<file path="src/rtl/mem_access_pkg.sv">
// ============================================================================
// mem_access_pkg : shared constants, state enum and offset helper for the
//                  load/store access unit.
// Revision: 1.0
// ============================================================================
`default_nettype none

package mem_access_pkg;

    localparam int DWORD_BYTES = 8;

    // Access size code, taken from funct3[1:0]
    localparam logic [1:0] SZ_B = 2'd0;
    localparam logic [1:0] SZ_H = 2'd1;
    localparam logic [1:0] SZ_W = 2'd2;
    localparam logic [1:0] SZ_D = 2'd3;

    localparam logic [2:0] F3_LOAD_RSVD = 3'b111;

    typedef enum logic [2:0] {
        S_IDLE     = 3'd0,
        S_LD_REQ   = 3'd1,
        S_LD_CAP   = 3'd2,
        S_ST_RD    = 3'd3,
        S_ST_MERGE = 3'd4,
        S_ST_WRITE = 3'd5,
        S_DONE     = 3'd6
    } state_e;

    // Clears the offset bits below the access size
    function automatic logic [2:0] align_off(input logic [1:0] sz, input logic [2:0] off);
        case (sz)
            SZ_B:    return off;
            SZ_H:    return {off[2:1], 1'b0};
            SZ_W:    return {off[2], 2'b00};
            default: return 3'b000;
        endcase
    endfunction

    function automatic logic [DWORD_BYTES-1:0] size_bytes(input logic [1:0] sz);
        case (sz)
            SZ_B:    return 8'h01;
            SZ_H:    return 8'h03;
            SZ_W:    return 8'h0F;
            default: return 8'hFF;
        endcase
    endfunction

endpackage

`default_nettype wire

</file>
<file path="src/rtl/mem_load_extend.sv">
// ============================================================================
// mem_load_extend : extracts the addressed bytes of a doubleword and
//                   sign- or zero-extends them to 64 bits.
// Revision: 1.0
// ============================================================================
`default_nettype none

module mem_load_extend
    import mem_access_pkg::*;
(
    input  logic [63:0] rdata_i,
    input  logic [2:0]  offset_i,
    input  logic [2:0]  funct3_i,
    output logic [63:0] result_o
);

    logic [63:0] w_shift;
    logic        w_zext;

    assign w_shift = rdata_i >> {offset_i, 3'b000};
    assign w_zext  = funct3_i[2];

    always_comb begin
        result_o = w_shift;
        case (funct3_i[1:0])
            SZ_B:    result_o = {{56{~w_zext & w_shift[7]}},  w_shift[7:0]};
            SZ_H:    result_o = {{48{~w_zext & w_shift[15]}}, w_shift[15:0]};
            SZ_W:    result_o = {{32{~w_zext & w_shift[31]}}, w_shift[31:0]};
            default: result_o = w_shift;  // ld: offset is always 0 here
        endcase
    end

endmodule

`default_nettype wire

</file>
<file path="src/rtl/mem_access_unit.sv">
// ============================================================================
// mem_access_unit : multi-cycle load/store sequencer with byte extraction and
//                   read-modify-write for sub-doubleword stores.
// Build option: MEM_MISALIGN_CHECK_EN turns misaligned accesses into errors.
// Revision: 1.0
// ============================================================================
`default_nettype none

module mem_access_unit
    import mem_access_pkg::*;
(
    input  logic        clk,
    input  logic        rst,
    input  logic        start_load,
    input  logic        start_store,
    input  logic [2:0]  funct3,
    input  logic [63:0] addr,
    input  logic [63:0] store_data,
    input  logic [63:0] mem_rdata,
    output logic [63:0] mem_addr,
    output logic [63:0] mem_wdata,
    output logic        mem_we,
    output logic [63:0] load_result,
    output logic        done,
    output logic        busy,
    output logic        err
);

    state_e      state_q, state_d;
    logic [60:0] addr_q;
    logic [2:0]  off_q;
    logic [2:0]  f3_q;
    logic [63:0] wdata_q;
    logic [63:0] load_q;
    logic        err_q;

    logic        w_accept;
    logic        w_bad;
    logic [2:0]  w_off;
    logic [63:0] w_ext;
    logic [7:0]  w_bsel;
    logic [63:0] w_bmask;
    logic [63:0] w_merged;

    assign w_accept = (state_q == S_IDLE) && (start_load || start_store);
    assign w_off    = align_off(funct3[1:0], addr[2:0]);

    always_comb begin
        w_bad = 1'b0;
        if (start_load && start_store)
            w_bad = 1'b1;
        else if (start_load)
            w_bad = (funct3 == F3_LOAD_RSVD);
        else if (start_store)
            w_bad = funct3[2];
`ifdef MEM_MISALIGN_CHECK_EN
        if (w_off != addr[2:0])
            w_bad = 1'b1;
`endif
    end

    always_comb begin
        state_d = state_q;
        case (state_q)
            S_IDLE: begin
                if (start_load || start_store) begin
                    if (w_bad)
                        state_d = S_DONE;
                    else if (start_load)
                        state_d = S_LD_REQ;
                    else if (funct3[1:0] == SZ_D)
                        state_d = S_ST_WRITE;
                    else
                        state_d = S_ST_RD;
                end
            end
            S_LD_REQ:   state_d = S_LD_CAP;
            S_LD_CAP:   state_d = S_DONE;
            S_ST_RD:    state_d = S_ST_MERGE;
            S_ST_MERGE: state_d = S_ST_WRITE;
            S_ST_WRITE: state_d = S_DONE;
            S_DONE:     state_d = S_IDLE;
            default:    state_d = S_IDLE;
        endcase
    end

    mem_load_extend u_extend (
        .rdata_i  (mem_rdata),
        .offset_i (off_q),
        .funct3_i (f3_q),
        .result_o (w_ext)
    );

    // Byte-lane mask of the addressed bytes; store data is shifted into place
    assign w_bsel = size_bytes(f3_q[1:0]) << off_q;

    always_comb begin
        w_bmask = '0;
        for (int i = 0; i < DWORD_BYTES; i++)
            w_bmask[8*i +: 8] = {8{w_bsel[i]}};
    end

    assign w_merged = (mem_rdata & ~w_bmask) | ((wdata_q << {off_q, 3'b000}) & w_bmask);

    always_ff @(posedge clk or posedge rst) begin
        if (rst) begin
            state_q <= S_IDLE;
            addr_q  <= '0;
            off_q   <= '0;
            f3_q    <= '0;
            wdata_q <= '0;
            load_q  <= '0;
            err_q   <= 1'b0;
        end else begin
            state_q <= state_d;
            if (w_accept) begin
                addr_q <= addr[63:3];
                off_q  <= w_off;
                f3_q   <= funct3;
                err_q  <= w_bad;
                if (start_store)
                    wdata_q <= store_data;
            end
            if (state_q == S_LD_CAP)
                load_q <= w_ext;
            if (state_q == S_ST_MERGE)
                wdata_q <= w_merged;
        end
    end

    assign mem_addr    = {addr_q, 3'b000};
    assign mem_wdata   = wdata_q;
    assign mem_we      = (state_q == S_ST_WRITE);
    assign load_result = load_q;
    assign done        = (state_q == S_DONE);
    assign busy        = (state_q != S_IDLE);
    assign err         = err_q && (state_q == S_DONE);

endmodule

`default_nettype wire
</file>
<file path="config.mk">
export PLATFORM = sky130hd
export DESIGN_NAME = mem_access_unit
export DESIGN_NICKNAME = d
export VERILOG_FILES = /design/src/rtl/mem_access_pkg.sv /design/src/rtl/mem_load_extend.sv /design/src/rtl/mem_access_unit.sv
export SDC_FILE = /design/constraint.sdc
export NUM_CORES = 1
export LEC_CHECK = 0
export CAP_MARGIN = 30
export CELL_PAD_IN_SITES_DETAIL_PLACEMENT = 1
export CELL_PAD_IN_SITES_GLOBAL_PLACEMENT = 1
export CORE_ASPECT_RATIO = 1.1
export CORE_MARGIN = 2
export CORE_UTILIZATION = 25
export DETAILED_ROUTE_END_ITERATION = 6
export MAX_ROUTING_LAYER = met4
export PLACE_DENSITY_LB_ADDON = 0.1
export SYNTH_ARGS = -nofsm -noshare
export SYNTH_HDL_FRONTEND = slang
export SYNTH_SLANG_ARGS = --single-unit
export TNS_END_PERCENT = 50
</file>
<file path="constraint.sdc">
create_clock -name clk -period 12 [get_ports clk]
set_input_delay 2.4 -clock clk [delete_from_list [all_inputs] [get_ports clk]]
set_output_delay 2.4 -clock clk [all_outputs]
set_load 0.02 [all_outputs]
</file>
=== Word-level counts from Yosys, hierarchy flattened ===
Index checks and enable logic that the tools add are counted.

* Add/sub/neg operators: 0
* Mux-type cells: 14
* Multiply operators: 0
* Shifts and indexed selects: 3
* Bitwise logic cells: 8
* Equality and inequality tests: 13
* Reductions and logical operators: 12
* Div/mod/pow operators: 0
* Magnitude comparators: 0

{| class="wikitable"
|+ Operators with widths
! kind !! number
|-
| $mux W64 || 3
|-
| $pmux W64 S3 || 1
|-
| $and A64 B64 Y64 || 2
|-
| $not A64 Y64 || 1
|-
| $or A64 B64 Y64 || 1
|-
| $shl A64 B6 Y64 || 1
|-
| $shr A64 B6 Y64 || 1
|-
| $pmux W8 S3 || 1
|-
| $pmux W3 S5 || 1
|-
| $eq A3 B3 Y1 const B || 4
|-
| $mux W3 || 4
|-
| $pmux W3 S3 || 1
|-
| $shl A8 B3 Y8 || 1
|-
| $eq A2 B2 Y1 const B || 3
|-
| $eq A3 B2 Y1 const B || 2
|-
| $eq A2 B1 Y1 const B || 2
|-
| $logic_not A2 Y1 || 2
|-
| $reduce_bool A2 Y1 || 2
|-
| $and A1 B1 Y1 || 3
|-
| $eq A3 B1 Y1 const B || 1
|-
| $logic_and A1 B1 Y1 || 3
|-
| $logic_not A3 Y1 || 1
|-
| $mux W1 || 3
|-
| $reduce_bool A3 Y1 || 1
|-
| other kinds (5) || 5
|}

* Memories: 0
* Logic and storage cells: 57
* Memory bits (read-only): 0
* Register bits: 199
* Output and inout bits: 196
* Bits in latches: 0
* Memory bits (writable): 0

=== Depth between registers and ports, before layout ===
Gate-level depths: netlist of run 1.

* Word-level depth: 7
* Gate-level depth with buffers: 9

=== Modules after synthesis ===
A second synthesis of run 1 with hierarchy kept.

* Cell total of the unflattened synthesis: 1,163
* Area, all modules: 12,595.8 µm²

{| class="wikitable"
|+ Modules (own cells, without submodules)
! module !! cells an instance !! times used !! area an instance (µm²)
|-
| mem_access_unit || 899 || 1 || 10,296.1
|-
| mem_load_extend || 264 || 1 || 2,299.7
|}

=== Worst setup path after synthesis of run 1 ===
No wires, ideal clock.

* Kind: input to register
* From: input port mem_rdata[55]
* To: register load_q[32] (netlist: load_result[32])
* Arrival: 3.600 ns
* Required time: 11.879 ns
* Setup slack: 8.279 ns
* Path buffers: 1
* Stages: 6
* Cell sequence: mux2_2 > and3_1 > a311oi_2 > o311ai_4 > buf_6 > o22a_1

* Word-level cells in the longest chain between the ends: 3

{| class="wikitable"
|+ Ends and longest elaborated chain
! item !! RTL line !! RTL
|-
| start, declared || mem_access_unit.sv:19 || <nowiki>input logic [63:0] mem_rdata,</nowiki>
|-
| $shr A64 B6 Y64 (*) || mem_load_extend.sv:20 || <nowiki>assign w_shift = rdata_i >> {offset_i, 3'b000};</nowiki>
|-
| $and A1 B1 Y1 (on tied branches) || mem_load_extend.sv:28, mem_load_extend.sv:26, mem_load_extend.sv:27 ||
|-
| $pmux W64 S3 (*) || mem_load_extend.sv:25 || <nowiki>case (funct3_i[1:0])</nowiki>
|-
| end signal, assigned || mem_access_unit.sv:125 || <nowiki>load_q <= w_ext;</nowiki>
|-
| end, declared || mem_access_unit.sv:34 || <nowiki>logic [63:0] load_q;</nowiki>
|}

Mark *: on every way between the ends. The rest lies on a longest branch, timed or not.
A chain may end at the register's enable or synchronous reset.

=== Worst setup path after layout of run 1 ===
* From: register state_q[2]
* To: output port busy

* Word-level cells in the longest chain between the ends: 1

{| class="wikitable"
|+ Ends and longest elaborated chain
! item !! RTL line !! RTL
|-
| start, declared || mem_access_unit.sv:29 || <nowiki>state_e state_q, state_d;</nowiki>
|-
| start signal, assigned || mem_access_unit.sv:115 || <nowiki>state_q <= state_d;</nowiki>
|-
| $reduce_bool A3 Y1 || mem_access_unit.sv:136 || <nowiki>assign busy = (state_q != S_IDLE);</nowiki>
|-
| end, declared || mem_access_unit.sv:25 || <nowiki>output logic busy,</nowiki>
|}

No other way between the ends.

==> summary.md, run 1 <==
| Metric | Value |
|---|---|
| Hold Crit Depth | 2 |
| WP data required | 9.60 ns |
| WL final | 61.45 mm |
| Total iterations of the first detailed-routing run | 4 |
| Port Buffer Count | about 400 |
| Post-route ant nets | 0 |
| Synth async-reset ratio | 100.0% |
| Via count | 11740 |
| Leading cell type in the layout, fill and taps excluded | clkdlybuf4s50_1 |
| Synth Warn # | 0 |
| Worst skew pair latency | 0.52 ns |
| Total die area | 51650 um2 |
| H-tree depth | 4 |
| FF-to-FF path depth | 6 |
| Core Util, Final | 35.48% |
| Kind of critical path | reg2out |
| Pre-CTS setup slack | roughly 7 ns |
| FP Rows | 85 |
| Synth Area in Compound Gates | 21.47% |
| CP Launch Type | flop |
| PostCTS Resize Cnt | 0 |
| Vias in the first global route | 12751 |
| Setup Buffers After CTS | 0 |
| Largest delay contributor family on the critical path | buffers and inverters |
| Post-Synth Adder-Cell Area | 0% |
| Power per cell area | about 320 nW/um2 |
| Global route overflow | 0 |
| CP cell instances | inv_1 > nand2_1 > clkdlybuf4s50_1 |
| Die X | ~220 um |
| Setup TNS | 0 ns |
| Largest net degree at the start of global routing | 125 |
| Largest family of logic cells by synthesized area | multiplexers |
| GRT Resource Usage Total | 24.76% |
| Status | finished, final reports clean |
| Leakage Power | 6.449 nW |
| Vias per cell | 5.267 |
| Final worst slack | 7.438 ns |
| Initial drt markers | 863 |
| Min Tclk post-route | 4.562 ns |
| Root buffer cell | clkbuf_16 |
| Post-synthesis mux area share | 22.33% |
| Tcrit/Tclk final | 38.02% |
| Yosys reg bits | 199 |
| Mapped cell area | 12460 um2 |
| Main synth FF type | dfrtp_1 |
| Global-route wire length before repair | 89.92 mm |
| Register area share after synthesis | 39.96% |
| CTS Hold Bufs | 0 |
| Clock Pin Slew Worst Setup and Hold Paths | 0.09 ns |
| Highest fanout seen on the critical path | 10 |
| Final hold violations | 0 |
| Post-synth EDFFs | 0 |
| CTS tree | built |
| Initial Utilization | 25.36% |
| RSZ-0062 raised after global routing | no |
| Area Growth Syn to Fin | 39.89% |
| CP Depth | 3 |
| Xor and xnor fraction of the mapped netlist area | 0% |
| Max-slew headroom | 32.54% |
| Clock Sink Count | 199 |
| Top Ports | approximately 400 |
| Final setup viols | 0 |
| WP data arrival | 2.16 ns |
| Max_cap viols | 0 |
| Max Root-Sink Buffers | 2 |
| Placed cells | 2184 |
| Setup Skew | 0.02810 ns |
| Syn avg cell area | 10.08 um2 |
| Drc violations | 0 |
| Antenna violations before repair | 10 |
| Post-Synthesis Cells | 1236 |
| Max VDD drop | 0.0001719 V |
| CP max-delay cell | clkdlybuf4s50_1 |
| Fmax | about 220 MHz |
| Worst-margin pin slew | between 0.9 and 1 ns |
| Final Total Pwr | 5.498 mW |
| Hold/Removal Path Class | reg2reg |
| Die H | between 200 and 250 um |
| Layout Nets | 1752 |
| Slew Viols, Final | 0 |
| Post-DP HPWL | 45.92 mm |
| Commonest cells after routing, fill and taps aside | clkdlybuf4s50_1 (391), dfrtp_1 (196), nor2_1 (123) |
| WP buf/inv | 2 |
| Cts bufs inserted | 17 |
| Slowest cell delay on critical path | about 0.65 ns |
| Post-synthesis simple-gate area fraction | 10.49% |
| Layout cell share with drive strength beyond 1 | 14.43% |
| Final Non-Filler Cells | 2229 |
| Core Box Area | approximately 49000 um2 |
| Final Wtd Congestion | 0.8269 |
| Wirelength per Cell | approximately 28 um |
| Setup crit end kind | output port |
| Unique cell type count in the Yosys netlist | 63 |
## registers in the layout, summed over array words and instances (netlist names), named ones only
name / cells
addr_q: 61
mem_wdata: 48
state_q: 3
off_q: 3
f3_q: 3
load_result: 64
err_q: 1
## cells by family after synthesis
family	Yosys count
simple gates	303
flops	199
buf+inv	125
compound gates	381
mux	227
other cells	1
## per-layer routing
metal | wire, um | GRT usage [%] | up-vias
met1 | 25980 | 29.86 | 6038
met5 | 0 | - | -
met2 | 29390 | 39.63 | 383
li1 | - | - | 5245
met3 | 3888 | 6.526 | 74
met4 | 2195 | 9.465 | 0
## worst min-delay path: cells and delay by family (launching register included)
kind	cells	cell delay, ns
flip-flops	1	0.35
AO/OA/AOI/OAI	1	0.05
AND/OR/NAND/NOR	1	0.05
## per-stage QoR
step	hold slack, ns	cell area (um2)
2_1_floorplan	0.4867	12470
3_3_place_gp	0.4615	16700
6_report	0.4862	17430
3_5_place_dp	0.4648	16730
4_1_cts	0.4856	17350
5_1_grt	0.5198	17430
## final cells by class
cell class	count	area [um2]
antenna	11	27.53
clock buffer	18	439.2
clock inverter	14	185.2
fill	5520	31700
inverter	9	41.29
multi-input combinational	914	6812
sequential	199	4989
tap	652	815.8
timing repair buffer	412	4124
## worst paths after layout
kind / startpoint / slack (ns) / endpoint
worst max-delay path: state_q[2]$_DFFE_PP0P_ / 7.44 / busy
max in group asynchronous: rst / 8.54 / asynchronous set/reset pin
worst max register to register: off_q[1]$_DFFE_PP0P_ / 7.70 / flop
worst min register to register: flop / 0.49 / flop
worst min-delay path: flop / 0.49 / flop
min in group asynchronous: rst / 2.30 / addr_q[55]$_DFFE_PP0P_
## synthesized netlist by cell type (7+ instances only)
| master | count | share of area (%) |
|---|---|---|
| o21a_1 | 9 | 0.54 |
| o22a_1 | 33 | 2.3 |
| buf_2 | 34 | 1.4 |
| o21ai_0 | 43 | 1.7 |
| mux2_2 | 110 | 9.9 |
| a21o_1 | 10 | 0.60 |
| mux2i_1 | 80 | 6.4 |
| nor2_1 | 124 | 3.7 |
| a211oi_1 | 20 | 1.2 |
| a31oi_2 | 10 | 1.0 |
| mux4_2 | 29 | 5.2 |
| buf_4 | 14 | 0.84 |
| a21oi_1 | 83 | 3.3 |
| a2111oi_0 | 8 | 0.56 |
| buf_6 | 16 | 1.4 |
| o31ai_1 | 17 | 1.0 |
| mux2_1 | 8 | 0.72 |
| clkbuf_1 | 44 | 1.3 |
| nand2_1 | 106 | 3.2 |
| inv_1 | 7 | 0.21 |
| dfrtp_1 | 199 | 40 |
| and2_1 | 9 | 0.45 |
| nor3_1 | 11 | 0.44 |
| a22oi_1 | 31 | 1.9 |
| o22ai_1 | 9 | 0.45 |
| o2bb2ai_1 | 9 | 0.63 |
| nor2b_1 | 8 | 0.40 |
| nand3_1 | 20 | 0.80 |
| a221oi_1 | 16 | 1.1 |
| o211ai_1 | 24 | 1.4 |
| o21ai_1 | 21 | 0.84 |
| nand2b_1 | 9 | 0.45 |
| a31oi_1 | 24 | 1.2 |
## power breakdown
part	total (mW)	switching (mW)	internal, mW
Combinational	3.40	1.89	1.51
Sequential	1.46	0.434	1.02
Clock	0.645	0.306	0.339
Total	5.50	2.63	2.87
(Power assumes the default switching activity.)
==> inputs of run 2 (changes only) <==
==> constraint.sdc (replaced) <==
create_clock -name clk -period 4.3 [get_ports clk]
set_input_delay 0.86 -clock clk [delete_from_list [all_inputs] [get_ports clk]]
set_output_delay 0.86 -clock clk [all_outputs]
set_load 0.02 [all_outputs]
==> run 2 against run 1 <==
Net effect:
- routed wire length decreased by 0.37%
- sequential power grew to 2.8 times the previous value
- total power grew to 2.8 times the previous value
- setup slack got worse by 6.3 ns
- global-route usage shrank 0.25 points
- clock skew fell by 0.010 ns
- cell area is 0.50% higher
- final cell count is 0.63% higher
- utilization rose by 0.18 points
- sequential share of layout area decreased by 0.14 points
- combinational power rose to 2.8 times the previous value
- largest cell class unchanged
==> summary.md, run 2 (synthesis results as in run 1) <==
| Metric | Value |
|---|---|
| Via count | 11662 |
| Port Buffer Count | just under 400 |
| WP data required | 4.71 ns |
| Placed cell area | 16870 um2 |
| Final Wtd Congestion | 0.8328 |
| CP cell instances | nor2b_1 > buf_4 > a221oi_1 > a2111oi_0 > a211oi_1 > o31ai_1 |
| Largest delay contributor family on the critical path | compound AO/OA/AOI/OAI gates |
| Final Total Pwr | 15.35 mW |
| Post-DP HPWL | 46.37 mm |
| Kind of critical path | reg2reg |
| Root buffer cell | clkbuf_16 |
| Hold/Removal Path Class | reg2reg |
| Commonest cells after routing, fill and taps aside | clkdlybuf4s50_1 (391), dfrtp_1 (196), nor2_1 (123) |
| Total iterations of the first detailed-routing run | 5 |
| Largest net degree at the start of global routing | 75 |
| Antenna violations before repair | 12 |
| Final hold violations | 0 |
| CTS tree | built |
| Die H | 238.2 um |
| Wirelength per Cell | 27.30 um |
| Min Tclk post-route | 3.161 ns |
| Initial Utilization | 25.36% |
| PostCTS Resize Cnt | 0 |
| Clock Sink Count | 199 |
| Placed cells | 2198 |
| Setup TNS | 0 ns |
| Top Ports | slightly below 400 |
| Core Box Area | between 40000 and 50000 um2 |
| Vias in the first global route | 12538 |
| Status | finished, final reports clean |
| Highest fanout seen on the critical path | 54 |
| Max-slew headroom | 33.01% |
| Worst-margin pin slew | 1.005 ns |
| Reg-to-reg startpoint | off_q[1]$_DFFE_PP0P_ |
| Global-route wire length before repair | between 80 and 90 mm |
| Area Growth Syn to Fin | 40.59% |
| Slew Viols, Final | 0 |
| Max Root-Sink Buffers | 2 |
| Setup Skew | 0.01782 ns |
| Final Non-Filler Cells | 2243 |
| CTS Hold Bufs | 0 |
| Power per cell area | between 800 and 900 nW/um2 |
| Max_cap viols | 0 |
| Drc violations | 0 |
| Worst skew pair latency | 0.50 ns |
| Layout cell share with drive strength beyond 1 | 15.02% |
| Leakage Power | between 6 and 7 nW |
| RSZ-0062 raised after global routing | no |
| FF-to-FF path depth | 6 |
| Post-route ant nets | 0 |
| Core Util, Final | 35.66% |
| Reg2reg setup slack | 1.14 ns |
| CP Launch Type | flop |
| Leading cell type in the layout, fill and taps excluded | clkdlybuf4s50_1 |
| Hold Crit Depth | 2 |
| Setup Buffers After CTS | 0 |
| Final setup viols | 0 |
| Clock Pin Slew Worst Setup and Hold Paths | 0.08 ns |
| GRT Resource Usage Total | roughly 25% |
| Global route overflow | 0 |
| Max VDD drop | 0.0004057 V |
| Die X | 216.9 um |
| Design Area, Final | 17520 um2 |
| Vias per cell | 5.199 |
| Total die area | approximately 52000 um2 |
| Tcrit/Tclk final | 73.50% |
| Layout Nets | 1764 |
| WL final | slightly above 60 mm |
| H-tree depth | 4 |
| Cts bufs inserted | 17 |
| Slowest cell delay on critical path | ~0.95 ns |
| CP max-delay cell | dfrtp_4 |
| WP buf/inv | 1 |
| Initial drt markers | roughly 820 |
| Setup crit end kind | flop |
| FP Rows | 85 |
| WP data arrival | between 3 and 4 ns |
| Fmax | around 320 MHz |
| Largest register FFs | 64 |
## run 2: cell types whose count changed in the layout (fill, tap and decap cells not counted), moves of 2 or more
cell        delta
diode_2        +2
buf_16         -2
buf_12         +4
clkinvlp_4     +2
buf_4         +10
## run 2: routing by layer
| layer | vias to the layer above | track usage (%) | wire [um] |
|---|---|---|---|
| met5 | - | - | 0 |
| met4 | 0 | 8.863 | 2003 |
| met3 | 75 | 6.781 | 4076 |
| met2 | 409 | 38.64 | 29020 |
| met1 | 5903 | 30.04 | 26130 |
| li1 | 5275 | - | - |
## run 2: report_power, final
group	switching, mW	internal, mW	total (mW)
combinational	5.24	4.27	9.50
sequential	1.24	2.85	4.09
clock	0.859	0.906	1.77
## run 2: final cells by class
type	count	area, um2
Clock buffer	19	452.9
Inverter	9	37.54
Clock inverter	13	160.2
Multi-Input combinational cell	914	6809
Sequential cell	199	4989
Timing Repair Buffer	424	4224
Tap cell	652	815.8
Antenna cell	13	32.53
Fill cell	5539	31610
## run 2: how the worst max path moves through the flow
stage | startpoint | cells after the start | to
2_1_floorplan | rst | 1 | asynchronous set/reset pin
4_1_cts | off_q[1]$_DFFE_PP0P_ | 6 | flop
3_5_place_dp | mem_rdata[63] | 7 | load_result[57]$_DFFE_PP0N_
5_1_grt | off_q[1]$_DFFE_PP0P_ | 6 | flop
6_report | off_q[1]$_DFFE_PP0P_ | 6 | flop
3_3_place_gp | mem_rdata[55] | 7 | load_result[60]$_DFFE_PP0N_
## run 2: through the flow
stage / hold slack, ns / setup slack (ns)
floorplan: 0.4867 / 0.8657
global placement: 0.4648 / 1.193
detailed placement: 0.4693 / 1.160
CTS: 0.4883 / 1.225
global route: 0.5142 / 0.9621
finish: 0.4834 / 1.139
## run 2: worst min-delay path, cell delays in order, from the launching register on
cell,delay (ns)
dfrtp_1,0.35
nand2_1,0.05
o31ai_1,0.05
==> inputs of run 3 (changes only) <==
==> constraint.sdc (replaced) <==
create_clock -name clk -period 3.2 [get_ports clk]
set_input_delay 0.64 -clock clk [delete_from_list [all_inputs] [get_ports clk]]
set_output_delay 0.64 -clock clk [all_outputs]
set_load 0.02 [all_outputs]
==> run 3 against run 2 <==
Net effect:
- register-to-register slack got worse by 0.63 ns
- die area unchanged
- global-route usage increased by 0.40 points
- utilization increased by 0.71 points
- final cell count increased by 1.5%
- first-iteration DRC count unchanged
- combinational power increased by 39%
- sequential share of layout area decreased by 0.55 points
- critical path depth decreased by 3
- critical path type is now reg2out
- largest power group unchanged
- highest routed layer unchanged
==> summary.md, run 3 (synthesis results as in run 1) <==
| Metric | Value |
|---|---|
| Largest register FFs | 64 |
| CTS Hold Bufs | 0 |
| Multi-input logic area | 6809 um2 |
| Net Switching | 9.930 mW |
| WP data arrival | around 2.2 ns |
| FP Rows | 85 |
| Drc violations | 0 |
| Setup Buffers After CTS | 0 |
| Max VDD drop | around 0.00058 V |
| Via count | 11957 |
| Die X | 216.9 um |
| Post-route ant nets | 0 |
| Initial drt markers | approximately 820 |
| Global-route wire length before repair | 90.65 mm |
| Leakage Power | roughly 6.7 nW |
| Max Root-Sink Buffers | 2 |
| Max_cap viols | 0 |
| Clk pwr share | 11.1% |
| Global route overflow | 0 |
| Sw frac | 47.40% |
| Antenna violations before repair | 6 |
| CTS tree | built |
| Kind of critical path | reg2out |
| Die H | 238.2 um |
| Total iterations of the first detailed-routing run | 4 |
| Layout Nets | 1804 |
| Final setup viols | 0 |
| Final hold violations | 0 |
| GRT Resource Usage Total | 24.92% |
| Vias per cell | 5.254 |
| Leading cell type in the layout, fill and taps excluded | clkdlybuf4s50_1 |
| Fmax | around 360 MHz |
| Power share of the sequential group | 25.9% |
| Commonest cells after routing, fill and taps aside | clkdlybuf4s50_1 (391), dfrtp_1 (196), nor2_1 (123) |
| Vias in the first global route | between 10000 and 15000 |
| Logic pwr share | 63.0% |
| Core Box Area | 49130 um2 |
| Worst-margin pin slew | 0.7823 ns |
| Setup crit end kind | output port |
| Wirelength per Cell | 27.35 um |
| Worst skew pair latency | 0.50 ns |
| PostCTS Resize Cnt | 0 |
| Cts bufs inserted | 17 |
| # fillers | 5560 |
| Min Tclk post-route | about 2.8 ns |
| Internal power | 11.02 mW |
| Tcrit/Tclk final | 87.91% |
| Largest net degree at the start of global routing | 70 |
| Clock Sink Count | 199 |
| Initial Utilization | 25.36% |
| H-tree depth | 4 |
| Clock Pin Slew Worst Setup and Hold Paths | around 0.08 ns |
| Final Total Pwr | 20.95 mW |
| Port Buffer Count | 391 |
| RSZ-0062 raised after global routing | no |
| Area Growth Syn to Fin | 43.38% |
| Top Ports | approximately 400 |
| Post-DP HPWL | approximately 48 mm |
| Power per cell area | 1172 nW/um2 |
| Final Wtd Congestion | approximately 0.86 |
| Layout cell share with drive strength beyond 1 | between 10% and 20% |
| Pre-CTS setup slack | 0.4005 ns |
| Hold/Removal Path Class | reg2reg |
| Highest fanout seen on the critical path | 10 |
| Seq. cell area | ~5000 um2 |
| Root buffer cell | clkbuf_16 |
| WL final | 62.26 mm |
| Total die area | 51650 um2 |
| Slew Viols, Final | 0 |
| Max-slew headroom | 47.74% |
| WP data required | 2.56 ns |
| Setup Skew | 0.01030 ns |
| CP Launch Type | flop |
| Core Util, Final | 36.37% |
| Status | finished, final reports clean |
| Final worst slack | 0.3867 ns |
run 3: changes by cell type in the layout (fill, tap and decap cells not counted):
cell | previous run | this run
inv_8 | 3 | 2
buf_4 | 28 | 62
inv_6 | 3 | 4
clkbuf_8 | 2 | 1
clkinvlp_4 | 4 | 6
diode_2 | 13 | 6
buf_12 | 5 | 11
clkinv_4 | 2 | 1
run 3: layout make-up:
cell class,instances,area share [%]
tap,652,4.566
clock inverter,14,0.9173
inverter,9,0.2101
multi-input combinational,914,38.11
sequential,199,27.92
clock buffer,18,2.458
antenna,6,0.08403
timing repair buffer,464,25.74
run 3: path summary, 6_finish.rpt:
path	start	to	slack [ns]	depth (start not counted)
min in group asynchronous	rst	addr_q[4]$_DFFE_PP0P_	0.54	2
setup / recovery	state_q[2]$_DFFE_PP0P_	mem_we	0.39	3
max in group asynchronous	rst	load_result[57]$_DFFE_PP0N_	1.83	4
setup reg to reg	off_q[0]$_DFFE_PP0P_	load_result[27]$_DFFE_PP0N_	0.51	7
hold reg to reg	flop	flop	0.49	2
hold / removal	flop	flop	0.49	2
run 3: worst max-delay path, stage by stage, from the launching register on:
cell	delay, ns
dfrtp_1	0.57
inv_1	0.23
nor2_1	0.20
clkdlybuf4s50_1	0.68
run 3: power groups by stage:
| stage | registers [mW] | clock network [mW] | logic (mW) |
|---|---|---|---|
| 6_report | 5.43 | 2.32 | 13.2 |
| 5_1_grt | 5.62 | 2.50 | 14.1 |
| 4_1_cts | 5.44 | 2.43 | 13.3 |
| 3_5_place_dp | 5.47 | 0 | 13.2 |
| 3_3_place_gp | 5.45 | 0 | 13.1 |
| 2_1_floorplan | 6.22 | 0 | 6.68 |
run 3: per-stage QoR:
stage          TNS [ns]  hold slack (ns)  std cells  instance area [um2]
3_3_place_gp          0           0.4633       2238                17250
4_1_cts               0           0.4932       2270                17850
5_1_grt               0           0.5149       2276                17870
2_1_floorplan    -2.855           0.4867       1238                12470
6_report              0           0.4854       2276                17870
3_5_place_dp          0           0.4752       2238                17250
run 3: per-layer routing:
| layer | global-route usage (%) | vias up | part of all wire (%) |
|---|---|---|---|
| met5 | - | - | 0 |
| met4 | 8.323 | 0 | 3.2 |
| met3 | 6.667 | 67 | 6.7 |
| met2 | 40.01 | 440 | 48 |
| met1 | 30.34 | 6097 | 42 |
| li1 | - | 5353 | - |
